**src/rtl/btn_debouncer.sv**
```systemverilog
`default_nettype none
// btn_debouncer: 4-button synchronizer + per-bit debounce + single-button decode with press/release strobes.
// Optional press_pulse autorepeat is built only when BTN_DEBOUNCER_AUTOREPEAT_EN is defined.
module btn_debouncer #(
  parameter int DEBOUNCE_CYCLES = 500000,
  parameter int REPEAT_CYCLES   = 25000000
) (
  input  logic       clk,
  input  logic       reset,
  input  logic [3:0] btns,
  output logic [1:0] num,
  output logic       pressed,
  output logic       press_pulse,
  output logic       release_pulse,
  output logic       multi
);

  localparam int              CNT_W    = $clog2(DEBOUNCE_CYCLES + 1);
  localparam logic [CNT_W-1:0] CNT_LAST = CNT_W'(DEBOUNCE_CYCLES - 1);

  logic [3:0] sync_q1;
  logic [3:0] sync_q2;
  logic [3:0] stable;

  always_ff @(posedge clk or negedge reset) begin
    if (!reset) begin
      sync_q1 <= 4'b0000;
      sync_q2 <= 4'b0000;
    end else begin
      sync_q1 <= btns;
      sync_q2 <= sync_q1;
    end
  end

  // Each button debounces independently; a bounce back to the stable level restarts its count.
  for (genvar i = 0; i < 4; i++) begin : g_bit
    logic [CNT_W-1:0] cnt;
    logic             stb;

    always_ff @(posedge clk or negedge reset) begin
      if (!reset) begin
        cnt <= '0;
        stb <= 1'b0;
      end else if (sync_q2[i] == stb) begin
        cnt <= '0;
      end else if (cnt == CNT_LAST) begin
        stb <= sync_q2[i];
        cnt <= '0;
      end else begin
        cnt <= cnt + CNT_W'(1);
      end
    end

    assign stable[i] = stb;
  end

  logic       one_hot;
  logic       many;
  logic [1:0] idx;
  logic       press_evt;
  logic       release_evt;
  logic       rpt_fire;

  always_comb begin
    one_hot = 1'b0;
    many    = 1'b0;
    idx     = num;
    case (stable)
      4'b0000: ;
      4'b0001: begin one_hot = 1'b1; idx = 2'd0; end
      4'b0010: begin one_hot = 1'b1; idx = 2'd1; end
      4'b0100: begin one_hot = 1'b1; idx = 2'd2; end
      4'b1000: begin one_hot = 1'b1; idx = 2'd3; end
      default: many = 1'b1;
    endcase
  end

  // A direct single-to-single switch raises both events in the same cycle.
  assign press_evt   = one_hot && (!pressed || (idx != num));
  assign release_evt = pressed && (!one_hot || (idx != num));

`ifdef BTN_DEBOUNCER_AUTOREPEAT_EN
  localparam int               RPT_W    = (REPEAT_CYCLES > 1) ? $clog2(REPEAT_CYCLES) : 1;
  localparam logic [RPT_W-1:0] RPT_LAST = RPT_W'(REPEAT_CYCLES - 1);

  logic [RPT_W-1:0] rpt_cnt;
  logic             rpt_hold;

  assign rpt_hold = pressed && !press_evt && !release_evt;
  assign rpt_fire = rpt_hold && (rpt_cnt == RPT_LAST);

  always_ff @(posedge clk or negedge reset) begin
    if (!reset) begin
      rpt_cnt <= '0;
    end else if (!rpt_hold || rpt_fire) begin
      rpt_cnt <= '0;
    end else begin
      rpt_cnt <= rpt_cnt + RPT_W'(1);
    end
  end
`else
  logic unused_repeat_cfg;
  assign unused_repeat_cfg = ^REPEAT_CYCLES;
  assign rpt_fire          = 1'b0;
`endif

  always_ff @(posedge clk or negedge reset) begin
    if (!reset) begin
      num           <= 2'd0;
      pressed       <= 1'b0;
      multi         <= 1'b0;
      press_pulse   <= 1'b0;
      release_pulse <= 1'b0;
    end else begin
      num           <= idx;
      pressed       <= one_hot;
      multi         <= many;
      press_pulse   <= press_evt || rpt_fire;
      release_pulse <= release_evt;
    end
  end

endmodule
`default_nettype wire

```
**config.mk**
```make
export PLATFORM = sky130hd
export DESIGN_NAME = btn_debouncer
export DESIGN_NICKNAME = d
export VERILOG_FILES = /design/src/rtl/btn_debouncer.sv
export SDC_FILE = /design/constraint.sdc
export NUM_CORES = 1
export LEC_CHECK = 0
export ABC_AREA = 1
export BUFFER_PORTS_ARGS = -buffer_cell sky130_fd_sc_hd__buf_2
export CAP_MARGIN = 15
export CORE_ASPECT_RATIO = 1.75
export CORE_MARGIN = 1
export CORE_UTILIZATION = 48
export DETAILED_ROUTE_END_ITERATION = 8
export GPL_TIMING_DRIVEN = 0
export PLACE_DENSITY_LB_ADDON = 0.3
export SLEW_MARGIN = 20
export SYNTH_ARGS = -nofsm -noshare
export SYNTH_HDL_FRONTEND = slang
export SYNTH_SLANG_ARGS = --single-unit
```
**constraint.sdc**
```tcl
create_clock -name clk -period 2.98 [get_ports clk]
set_input_delay 0.298 -clock clk [delete_from_list [all_inputs] [get_ports clk]]
set_output_delay 0.298 -clock clk [all_outputs]
set_load 0.05 [all_outputs]
```
# --- Yosys cells after proc, flatten, opt, wreduce, memory -nomap -nowiden ---
# Cells that the tools add are included.
word_totals:
  reg_bits: 94
  in_bits: 6
  word_cells: 60
op_classes:
  n_addsub: 4
  muxes: 11
  n_reduce_logical: 13
  eq_ne: 13
  bitwise: 4
ops:
  columns: ["operator", "n"]
  rows:
  - ["two-way mux 19 bit", 8]
  - ["adder 19 x 1 -> 19 bit, second input constant", 4]
  - ["== test 19 bit, second input constant", 4]
  - ["case mux 2 bit (4 select lines)", 1]
  - ["AND reduction 2 bit", 4]
  - ["OR reduction 5 bit", 1]
  - ["== test 1 bit", 4]
  - ["== test 4 x 1 -> 1 bit, second input constant", 1]
  - ["== test 4 x 2 -> 1 bit, second input constant", 1]
  - ["== test 4 x 3 -> 1 bit, second input constant", 1]
  - ["== test 4 bit, second input constant", 1]
  - ["zero test 4 bit", 1]
  - ["inverter 1 bit", 4]
  - ["OR reduction 4 bit", 1]
  - ["logical AND 1 bit", 2]
  - ["zero test 1 bit", 2]
  - ["logical OR 1 bit", 2]
  - ["two-way mux 1 bit", 2]
  - ["!= test 2 bit", 1]

# --- Logic depth before layout (Yosys ltp) ---
depth:
  depth_word: 6
  ltp_mapped: 10
  mapped_depth_nobuf: 10

# --- Least setup slack after synthesis ---
# No wires, ideal clock.
synth_path:
  path_kind: "register -> register"
  from: "register g_bit[3].cnt[0]"
  to: "register g_bit[3].cnt[16]"
  t_required_ns: 2.858
  stages_incl_launch_ff: 11
  path_slack_ns: 1.498
  arrival_ns: 1.359
  period_less_slack_ns: 1.482
  path_buffers: 0
  setup_ns: 0.122
  cell_sequence: "dfrtp_1 > ha_1 > nand2_1 > nor2_4 > inv_2 > nor2_1 > nand2_1 > nand2_4 > inv_2 > nand2_1 > nor2_1"
synth_via:
  elab_chain_len: 3
  elab_cells_between_ends: 4
  classes_between: "1 x add/sub; 1 x eq/ne; 2 x mux"
synth_rtl:
  columns: ["element", "line", "source"]
  rows:
  - ["from (decl)", "37", "logic [CNT_W-1:0] cnt;"]
  - ["from (signal assigned)", "50", "cnt <= cnt + CNT_W'(1);"]
  - ["adder 19 x 1 -> 19 bit or == test 19 bit (tied branches)", "50, 46", null]
  - ["two-way mux 19 bit *", "46", "end else if (cnt == CNT_LAST) begin"]
  - ["two-way mux 19 bit *", "44", "end else if (sync_q2[i] == stb) begin"]
# Every way passes the cells marked *; elsewhere a longest branch is shown, timed or not.
# A chain may end at the register's enable or synchronous reset.

# --- Worst setup path in the final report ---
layout_path:
  from: "register g_bit[1].cnt[0]"
  to: "register g_bit[1].cnt[1]"
layout_via:
  elab_chain_len: 3
  elab_cells_between_ends: 4
  classes_between: "1 x add/sub; 1 x eq/ne; 2 x mux"
layout_rtl:
  columns: ["element", "line"]
  rows:
  - ["from (decl)", "37"]
  - ["from (signal assigned)", "50"]
  - ["adder 19 x 1 -> 19 bit or == test 19 bit (tied branches)", "50, 46"]
  - ["two-way mux 19 bit *", "46"]
  - ["two-way mux 19 bit *", "44"]
# Marked as above.

==> impl_metrics.json <==
{
  "synth_fa_ha_area_frac": 0.009963,
  "p_sw_frac": 0.2147,
  "ff2ff_path_depth": 8,
  "slew_headroom": 0.6193,
  "diodes": 0,
  "maxCapViolCount": 0,
  "worstMarginPinSlew_ns": 0.5683,
  "area_delta_synth_final_pct": 11.28,
  "power_frac_seq": 0.507,
  "power_density_nw_per_um2": 463.3,
  "ys.flop_type": "dfrtp_1",
  "routed_wl_um": 10210,
  "combPwrFrac": 0.034,
  "crit_path_max_incr_delay_ns": 0.44,
  "slowest_stage": "dfrtp_1",
  "die_w_um": 79.34,
  "crit_path_end": "g_bit[1].cnt[1]",
  "total_power_mw": 2.590,
  "finalMaxSlewViolations": 0,
  "grt.overflow.total": 0,
  "dr.pass1.iters": 4,
  "cp-end-kind": "flop",
  "synth_compound_area_frac": 0.03985,
  "hpwl_um": 7463,
  "die_area_um2": 10900,
  "crit_top_cell": "nand2_2",
  "utilization": 0.5460,
  "outcome": "finished, final reports clean",
  "synth_top_family_by_area": "simple AND/OR/NAND/NOR gates",
  "die_h_um": 137.3,
  "leakagePower_nw": 2.389,
  "ios": 12,
  "cp_data_required_time_ns": 3.22,
  "syn_inst": 650,
  "cts-htree-levels": 3,
  "cts_tree": "done",
  "synth_edf_count": 0,
  "finalSetupViolCount": 0,
  "grt_max_degree": 71,
  "synthesis.nets": 660,
  "synth-xor-area-share": 0.06202,
  "worstSetupStartpointType": "flop",
  "fin_crit_sh": 0.6016,
  "antenna_found_initial": 0,
  "fin_nets": 684,
  "syn-cell-area_um2": 5024,
  "clk_latency_ns": 0.35,
  "avgSynthCellArea_um2": 7.729,
  "start_util": 0.4907,
  "grt.total_usage": 0.2073,
  "clk_pin_slew_ns": 0.06,
  "synth.distinct_cells": 34,
  "min_path_type": "input pin to flop",
  "finalHoldViolCount": 0,
  "period_needed_ns": 1.793,
  "crit_path_max_fanout": 6,
  "fin_ws_ns": 1.187,
  "synthMuxAreaShare": 0,
  "cp_cell_sequence": "ha_1, nand2_1, nor2_2, inv_1, nor3_2, nand2_2, nand2_2, nor2_1",
  "p_switching_mw": 0.5560,
  "ant_nets": 0,
  "synthSimpleGateAreaFrac": 0.3624,
  "r2r-end": "g_bit[1].cnt[1]",
  "synthArstFlopShare": 1.000,
  "crit_arrival_ns": 2.03,
  "post_cts_resized": 0,
  "viasPerCell": 5.216,
  "core_area_um2": 10240,
  "std_cell_rows": 49,
  "gp_congestion": 0.9340,
  "clockBufferDepth": 2,
  "fmax_ghz": 0.5578,
  "drtIter0Drc": 276,
  "drc_errors": 0,
  "route.vias.total": 4199,
  "p_int_mw": 2.034,
  "clkPwrFrac": 0.459,
  "ys_ff_latch": 94,
  "fillCellCount": 939,
  "dp.cells": 789,
  "grt_pass1_vias": 4159,
  "irDropWorstVdd_mv": 0.3314,
  "layout-drive-gt1-share": 0.1018,
  "startpoint": "g_bit[1].cnt[0]",
  "root_buffer": "clkbuf_16",
  "rsz0062_at_grt": "no",
  "ff2ff_setup_slack_ns": 1.19,
  "ys_seq_area_frac": 0.4682,
  "wl_per_cell_um": 12.69,
  "fin_cells": 805,
  "cts_buffers": 9,
  "fin_tns_setup_ns": 0,
  "ys_warn_count": 0,
  "port_buffers": 11,
  "fin_worst_skew_ns": 0.006847,
  "grt_pass1_wl_um": 17610,
  "rr_startpoint": "g_bit[1].cnt[0]",
  "crit_type": "flop to flop",
  "pre_cts_ws_ns": 1.210,
  "cts_sinks": 94
}
[state kept, by name, summed over array words and instances, names as in the netlist]
register       flops
g_bit.cnt         76
g_bit.stb          4
multi              1
num                2
press_pulse        1
pressed            1
release_pulse      1
sync_q1            4
sync_q2            4
[metal layers]
layer	GRT usage	wire (um)
met1	0.2256	4159
met2	0.3683	5419
met3	0.04238	276
met4	0.1182	357
met5	0	0
[timing repair]
item / CTS / global route
hold buffers: 1 / 0
setup buffers: 0 / 0
hold endpoints to repair: 24 / 0
[kinds of logic (layout without fill, tap and decap cells)]
logic type	after synthesis	count (layout)
xor gates and xnor gates	33	33
adders and majority gates	4	4
DFF	94	94
AOI/OAI and AO/OA	34	34
and+or+nand+nor	410	410
buffers and inverters	75	103
[power by group through the flow]
stage / Sequential [mW] / Combinational, mW / Clock, mW
2_1_floorplan: 1.33 / 0.0447 / 0
3_3_place_gp: 1.33 / 0.0831 / 0
3_5_place_dp: 1.34 / 0.0905 / 0
4_1_cts: 1.31 / 0.0918 / 1.22
5_1_grt: 1.31 / 0.102 / 1.27
6_report: 1.31 / 0.0885 / 1.19
[worst max-delay path: cells and delay by family, from the launching register on]
kind / cells / cell delay, ns
simple gates: 6 / 0.87
flops: 1 / 0.44
fa+ha+maj: 1 / 0.28
buf+inv: 1 / 0.10
[worst min-delay path by stage]
stage / from / to / slack, ns / cells past startpoint
after floorplan: reset / g_bit[0].cnt[0] / 0.002 / 0
after global placement: sync_q1[0] / sync_q2[0] / 0.34 / 0
after detailed placement: reset / g_bit[2].cnt[16] / 0.17 / 1
after CTS: btns[1] / sync_q1[1] / 0.05 / 1
after global routing: btns[1] / sync_q1[1] / 0.05 / 1
final: btns[1] / sync_q1[1] / 0.06 / 1
[cells in the final DEF (no fill, tap or decap), types with 10 or more instances in the layout]
master | Yosys | routed
buf_2 | 0 | 10
nor2_1 | 155 | 155
xor2_1 | 27 | 27
dfrtp_1 | 94 | 94
inv_1 | 67 | 67
nand2_1 | 146 | 146
nand3_1 | 38 | 38
nand2_2 | 10 | 10
nand4_1 | 20 | 20
nor3_1 | 10 | 10
a21oi_1 | 14 | 14
[cell type report]
type                       instances  area, um2  area share
buffer                             2      15.01    0.002686
clock buffer                      12      266.5     0.04767
clock inverter                     3      42.54    0.007610
inverter                          73      274.0     0.04902
multi-input combinational        481       2382      0.4261
sequential                        94       2352      0.4208
tap                              127      158.9     0.02842
timing repair buffer              13      98.84     0.01768
[cells in the mapped netlist (2+ instances only)]
| cell | instances | area share |
|---|---|---|
| nor2_4 | 4 | 0.0090 |
| nor3b_2 | 2 | 0.0050 |
| inv_1 | 67 | 0.050 |
| xnor2_1 | 3 | 0.0052 |
| nand3b_1 | 4 | 0.0060 |
| nand3_1 | 38 | 0.038 |
| nand4_1 | 20 | 0.025 |
| inv_2 | 6 | 0.0045 |
| o21bai_1 | 6 | 0.0090 |
| nand2_2 | 10 | 0.012 |
| a21oi_1 | 14 | 0.014 |
| dfrtp_1 | 94 | 0.47 |
| nor2_1 | 155 | 0.12 |
| nor2_2 | 9 | 0.011 |
| nand2_1 | 146 | 0.11 |
| nor3b_1 | 4 | 0.0060 |
| o21ai_0 | 9 | 0.0090 |
| nand3_2 | 3 | 0.0060 |
| ha_1 | 4 | 0.010 |
| nor3_1 | 10 | 0.010 |
| a211oi_1 | 2 | 0.0030 |
| xnor2_2 | 2 | 0.0065 |
| xor2_1 | 27 | 0.047 |
[per-stage QoR]
step	instance area, um2	hold slack [ns]
floorplan	5024	0.002409
global placement	5238	0.3361
detailed placement	5271	0.1748
CTS	5590	0.04586
global route	5590	0.05065
finish	5590	0.05724
Note: power is estimated with default switching activity, not from simulation.
